$ cat src/rtl/pattern_pkg.sv
// rtl/pattern_pkg.sv - shared state encoding and counter helpers for the serial pattern family
package pattern_pkg;

  typedef enum logic [1:0] {
    ST_IDLE  = 2'd0,
    ST_SHIFT = 2'd1,
    ST_GAP   = 2'd2
  } state_t;

  localparam int WORD_CNT_W = 16;

  // Word counters stick at all-ones rather than wrapping to zero.
  function automatic logic [WORD_CNT_W-1:0] sat_inc(input logic [WORD_CNT_W-1:0] v);
    return (&v) ? v : v + WORD_CNT_W'(1);
  endfunction

endpackage

$ cat src/rtl/piso_shift_reg.sv
// rtl/piso_shift_reg.sv - parallel-load shift register with a serial tap
//  clk, reset_n : clock, asynchronous active-low reset
//  load, data   : capture data (load wins over shift)
//  shift        : advance one bit toward the tap
//  tap          : bit currently presented (MSB or LSB end per MSB_FIRST)
module piso_shift_reg #(
  parameter int WIDTH     = 8,
  parameter bit MSB_FIRST = 1'b1
) (
  input  logic             clk,
  input  logic             reset_n,
  input  logic             load,
  input  logic             shift,
  input  logic [WIDTH-1:0] data,
  output logic             tap
);

  logic [WIDTH-1:0] sr;

  always_ff @(posedge clk or negedge reset_n) begin
    if (!reset_n) begin
      sr <= '0;
    end else if (load) begin
      sr <= data;
    end else if (shift) begin
      if (MSB_FIRST) sr <= {sr[WIDTH-2:0], 1'b0};
      else           sr <= {1'b0, sr[WIDTH-1:1]};
    end
  end

  assign tap = MSB_FIRST ? sr[WIDTH-1] : sr[0];

endmodule

$ cat src/rtl/pattern_bit_serializer.sv
// rtl/pattern_bit_serializer.sv - valid/ready word to 1-bit-per-clock stream for the pattern detectors
//  clk, reset_n          : clock, asynchronous active-low reset
//  in_data, in_valid     : parallel word and its valid
//  in_ready              : word can be accepted this cycle
//  ser_out               : serial bit (IDLE_BIT when idle or in a gap)
//  ser_active            : ser_out carries a data bit
//  word_start            : pulse on the first bit of each word
//  word_count            : words fully shifted out, saturating
module pattern_bit_serializer
  import pattern_pkg::*;
#(
  parameter int WIDTH      = 8,
  parameter bit MSB_FIRST  = 1'b1,
  parameter bit IDLE_BIT   = 1'b1,
  parameter int GAP_CYCLES = 0
) (
  input  logic                  clk,
  input  logic                  reset_n,
  input  logic [WIDTH-1:0]      in_data,
  input  logic                  in_valid,
  output logic                  in_ready,
  output logic                  ser_out,
  output logic                  ser_active,
  output logic                  word_start,
  output logic [WORD_CNT_W-1:0] word_count
);

  localparam int              CNT_W    = $clog2(WIDTH);
  localparam logic [CNT_W-1:0] BIT_LAST = CNT_W'(WIDTH - 1);
  localparam bit              HAS_GAP  = (GAP_CYCLES > 0);
  localparam logic [3:0]      GAP_LAST = HAS_GAP ? 4'(GAP_CYCLES - 1) : 4'd0;

  state_t           state;
  logic [CNT_W-1:0] bit_cnt;
  logic [3:0]       gap_cnt;
  logic             last_bit;
  logic             gap_done;
  logic             xfer;
  logic             tap;

  assign last_bit = (state == ST_SHIFT) && (bit_cnt == BIT_LAST);
  assign gap_done = (state == ST_GAP) && (gap_cnt == GAP_LAST);

  // Ready opens in IDLE, on the final gap cycle, and on the last data bit
  // when no gap is configured so consecutive words run with no bubble.
  assign in_ready = reset_n && ((state == ST_IDLE) || (last_bit && !HAS_GAP) || gap_done);
  assign xfer     = in_valid && in_ready;

  piso_shift_reg #(
    .WIDTH    (WIDTH),
    .MSB_FIRST(MSB_FIRST)
  ) u_piso (
    .clk    (clk),
    .reset_n(reset_n),
    .load   (xfer),
    .shift  (state == ST_SHIFT),
    .data   (in_data),
    .tap    (tap)
  );

  always_ff @(posedge clk or negedge reset_n) begin
    if (!reset_n) begin
      state      <= ST_IDLE;
      bit_cnt    <= '0;
      gap_cnt    <= '0;
      word_count <= '0;
      word_start <= 1'b0;
      ser_active <= 1'b0;
    end else begin
      word_start <= xfer;
      // Next cycle shows data if a word was just loaded or one is still mid-flight.
      ser_active <= xfer || ((state == ST_SHIFT) && !last_bit);
      case (state)
        ST_IDLE: begin
          if (xfer) begin
            state   <= ST_SHIFT;
            bit_cnt <= '0;
          end
        end
        ST_SHIFT: begin
          if (last_bit) begin
            word_count <= sat_inc(word_count);
            bit_cnt    <= '0;
            if (HAS_GAP) begin
              state   <= ST_GAP;
              gap_cnt <= '0;
            end else if (xfer) begin
              state <= ST_SHIFT;
            end else begin
              state <= ST_IDLE;
            end
          end else begin
            bit_cnt <= bit_cnt + 1'b1;
          end
        end
        ST_GAP: begin
          if (gap_done) begin
            state   <= xfer ? ST_SHIFT : ST_IDLE;
            bit_cnt <= '0;
            gap_cnt <= '0;
          end else begin
            gap_cnt <= gap_cnt + 1'b1;
          end
        end
        default: state <= ST_IDLE;
      endcase
    end
  end

  assign ser_out = ser_active ? tap : IDLE_BIT;

endmodule

$ cat config.mk
export PLATFORM = sky130hd
export DESIGN_NAME = pattern_bit_serializer
export DESIGN_NICKNAME = d
export VERILOG_FILES = /design/src/rtl/pattern_pkg.sv /design/src/rtl/piso_shift_reg.sv /design/src/rtl/pattern_bit_serializer.sv
export SDC_FILE = /design/constraint.sdc
export NUM_CORES = 1
export LEC_CHECK = 0
export ABC_AREA = 1
export CAP_MARGIN = 0
export CORE_MARGIN = 2
export CORE_UTILIZATION = 45
export CTS_CLUSTER_SIZE = 12
export DETAILED_ROUTE_END_ITERATION = 12
export PLACE_DENSITY = 0.74
export SETUP_SLACK_MARGIN = 0.05
export SLEW_MARGIN = 15
export SYNTH_ARGS = -nofsm -noshare
export SYNTH_HDL_FRONTEND = slang
export SYNTH_HIERARCHICAL = 1
export SYNTH_SLANG_ARGS = --single-unit
export TNS_END_PERCENT = 10
$ cat constraint.sdc
create_clock -name clk -period 3.05 [get_ports clk]
set_input_delay 0.7625 -clock clk [delete_from_list [all_inputs] [get_ports clk]]
set_output_delay 0.7625 -clock clk [all_outputs]
set_load 0.01 [all_outputs]
==> results summary, run 1 <==
The site row count came out at 21. Hold timing on the final database bottoms out at a slack of ~0.48 ns. The die width came out at 64.47 um. The number of cells after detailed placement is 291. Of all nets on the critical path, the largest fanout is 3. The reg-to-reg critical path startpoint is bit_cnt[0]$_DFFE_PN0P_. The total vias in the final route is 1,470.

The netlist area before placement is around 1600 sq um. The fraction of layout cells with a size suffix above 1 is 8.696%. After clock tree synthesis, the flow added hold-fix buffers numbering 0. From synthesis to final layout, the design area changed by 24.03%. The static leakage power is around 0.95 nW.

The transition time at the pin with the least slew margin came out at 0.5042 ns. The cell depth of the worst setup path is 6. The die height came out at 64.47 um. The first global-routing pass estimated approximately 6000 um of wire. The total iterations of the first detailed-routing run is 4.

In this run the critical register-to-register path is captured at u_piso/sr[4]$_DFFE_PN0P_. The via density per instance came out at 4.916. The endpoint arrival time on the critical path came out at roughly 2.1 ns. The clock network latency to the later pin of the worst-skew pair is 0.33 ns. The number of buffer and inverter stages on the critical path came out at 2.

The total detailed-routing wirelength came out at 3241 um. The max-cap check violation count came out at 0. The maximum vdd ir drop came out at 0.4104 mV. The number of resized instances in the post-cts repair step came out at 0. The die outline area is 4156 sq um.

The setup TNS after final layout is 0 ns. The root buffer cell chosen for the clock tree is clkbuf_4. The global-route total usage across every layer came out at 18.46%. Post-CTS timing repair inserted 0 buffers for setup.

The library cell used most frequently in the layout, excluding fill and tap cells, is nand2_1. The number of antenna violations at the first check in global routing came out at 0. The fill cell total of the finished layout is 329.

The depth of the worst register-to-register path came out at 10. After detailed routing, the average wire length per cell comes to 10.84 um. The startpoint of the most critical setup path is bit_cnt[0]$_DFFE_PN0P_. The path type of the worst setup path is reg -> out. The sequential area share after synthesis came out at 45.63%.

Data on the critical path is required at its endpoint by about 2.3 ns. In this run the worst setup path terminates at in_ready. For this run, the number of standard cells in the final layout without fillers is 299. The overflow left after global routing is 0. The I/O pin total is 31. The net count after synthesis came out at 231. The final antenna-violating net count came out at 0.

The total number of clock tree sinks came out at 30. The congestion estimate from routability-driven global placement came to 0.8602. After clock tree synthesis, the clock-pin slew on the worst setup and hold paths is 0.10 ns.

The synthesized area per cell came out at 7.582 sq um. Broken down by cell family, the worst path's largest delay share belongs to buffers and inverters. TritonCTS built the clock tree. The final hold violation count is 0. The post-synthesis cell count is 217. The number of pins exceeding their max-slew limit in the final report came out at 0. The depth of the CTS H-tree came out at 2. The port buffer count came out at 30. Traced cell by cell, the critical path runs through ha_1 -> ha_1 -> or2_2 -> inv_1 -> nor2_1 -> clkdlybuf4s50_1. Counting stages on the worst path, the most repeated cell is ha_1.

For this block, the initial DRC count from the detailed router was 94. STA classifies the critical path startpoint as a flop. The fmax came out at 353.5 MHz. The remaining routing DRC violations came out at 0.

Across the routed clock network, the largest skew measured is 0.01313 ns. The number of different library cells in the post-synthesis netlist came out at 19. At the end of the flow, the number of nets in the layout was 266.

The cell type of the slowest stage on the worst timing path is clkdlybuf4s50_1. The tightest min-delay check is of the reg -> reg type. Setup repair after global routing left no endpoint under its margin.

The largest buffer count on any clock path came out at 2. The core box area is 3416 sq um. For flop-to-flop paths, the worst setup slack is 1.02 ns.

The number of antenna diodes in the final layout is 0. The library cells used most frequently in the layout, excluding fill and tap cells, are 96 x nand2_1, 30 x dfrtp_1, 30 x clkdlybuf4s50_1, 21 x nand3_1, 17 x nor2_1. The yosys synthesis warning count is 6. The final critical path takes up just over 90% of the cycle. The sequential cells in the finished layout cover a total of around 750 sq um.

The initial cell density of the core is 48.17%. In this run the power density over the cells is 626.8 nW/um^2. The run finished with clean final reports. The worst setup path is captured at an output port. Headroom to the max-slew limit came out at 66.26%. The pin count of the biggest net entering global routing is 31. The register bit total from synthesis is 30.

The detailed-placement wirelength estimate is 2348 um. The time the final worst path needs with I/O delays and setup came out at around 2.8 ns. In the final layout, the multi-input gates occupy just under 800 sq um. On the worst path, the slowest cell contributes a delay of 0.47 ns.

The post-layout utilization of the core came out at 59.74%. The number of global-route vias before repair is 1,376. The final setup violation count is 0.

The number of clock buffers inserted by TritonCTS is 5.
[metal layers]
layer	wire length, um	track usage [%]	vias to the layer above
met1	1541	23.87	677
met4	76	9.043	0
met3	111	3.993	9
li1	-	-	756
met2	1511	29.43	28
met5	0	0	-
[logic make-up after synthesis]
group	share of synthesized area [%]
buffers and inverters	6.616
AO/OA/AOI/OAI	2.510
flip-flops	45.63
AND/OR/NAND/NOR	39.24
adder cells (fa/ha/maj)	2.282
XOR/XNOR	3.726
[flip-flops by register name, indices dropped and copies added (netlist names)]
| register | flops |
|---|---|
| word_count | 16 |
| u_piso/sr | 8 |
| bit_cnt | 3 |
| ser_active | 1 |
| state | 1 |
| word_start | 1 |
[Yosys cell counts (all sizes together)]
| master | number | share of area, % |
|---|---|---|
| buf | 4 | 2.5 |
| nor2 | 19 | 5.8 |
| dfrtp | 30 | 46 |
| inv | 18 | 4.1 |
| o21ai | 5 | 2.2 |
| xnor2 | 7 | 3.7 |
| or2 | 1 | 0.38 |
| a21oi | 1 | 0.30 |
| nand4 | 7 | 2.7 |
| ha | 3 | 2.3 |
| nand3 | 22 | 7.0 |
| nand2 | 100 | 23 |
[how the worst min path moves through the flow]
stage / from / cells after the start / slack, ns / to
after floorplan: u_piso/sr[0]$_DFFE_PN0P_ / 2 / 0.44 / u_piso/sr[0]$_DFFE_PN0P_
after global placement: u_piso/sr[0]$_DFFE_PN0P_ / 2 / 0.46 / u_piso/sr[0]$_DFFE_PN0P_
after detailed placement: bit_cnt[1]$_DFFE_PN0P_ / 2 / 0.47 / bit_cnt[1]$_DFFE_PN0P_
after CTS: bit_cnt[0]$_DFFE_PN0P_ / 1 / 0.49 / bit_cnt[0]$_DFFE_PN0P_
after global routing: u_piso/sr[1]$_DFFE_PN0P_ / 2 / 0.53 / u_piso/sr[1]$_DFFE_PN0P_
final: bit_cnt[0]$_DFFE_PN0P_ / 1 / 0.48 / bit_cnt[0]$_DFFE_PN0P_
[per-stage QoR]
stage | power [W] | cell area (sq um) | setup slack, ns
floorplan | 0.0008743 | 1645 | 1.084
global placement | 0.001023 | 1977 | 0.3500
detailed placement | 0.001036 | 1977 | 0.3409
CTS | 0.001299 | 2041 | 0.2068
global route | 0.001393 | 2041 | 0.1107
finish | 0.001279 | 2041 | 0.2215
[cell type report]
type	instances	area share [%]
Clock buffer	6	2.514
Clock inverter	2	0.6131
Inverter	18	3.311
Multi-Input combinational cell	165	38.50
Sequential cell	30	36.79
Tap cell	46	2.820
Timing Repair Buffer	32	15.45
[power breakdown]
group          internal (W)  total, W  switching, W
Clock              0.000111  0.000256      0.000145
Combinational      0.000205  0.000447      0.000241
Sequential         0.000498  0.000576     0.0000780
Total              0.000814   0.00128      0.000465
Power figures use the tool's default switching activity.
==> run 2, diff against run 1 <==
Settings changed: GPL_ROUTABILITY_DRIVEN set to 0.
==> results of run 2 <==
Same layout as run 1: the final DEF is identical, and so are final timing and power.
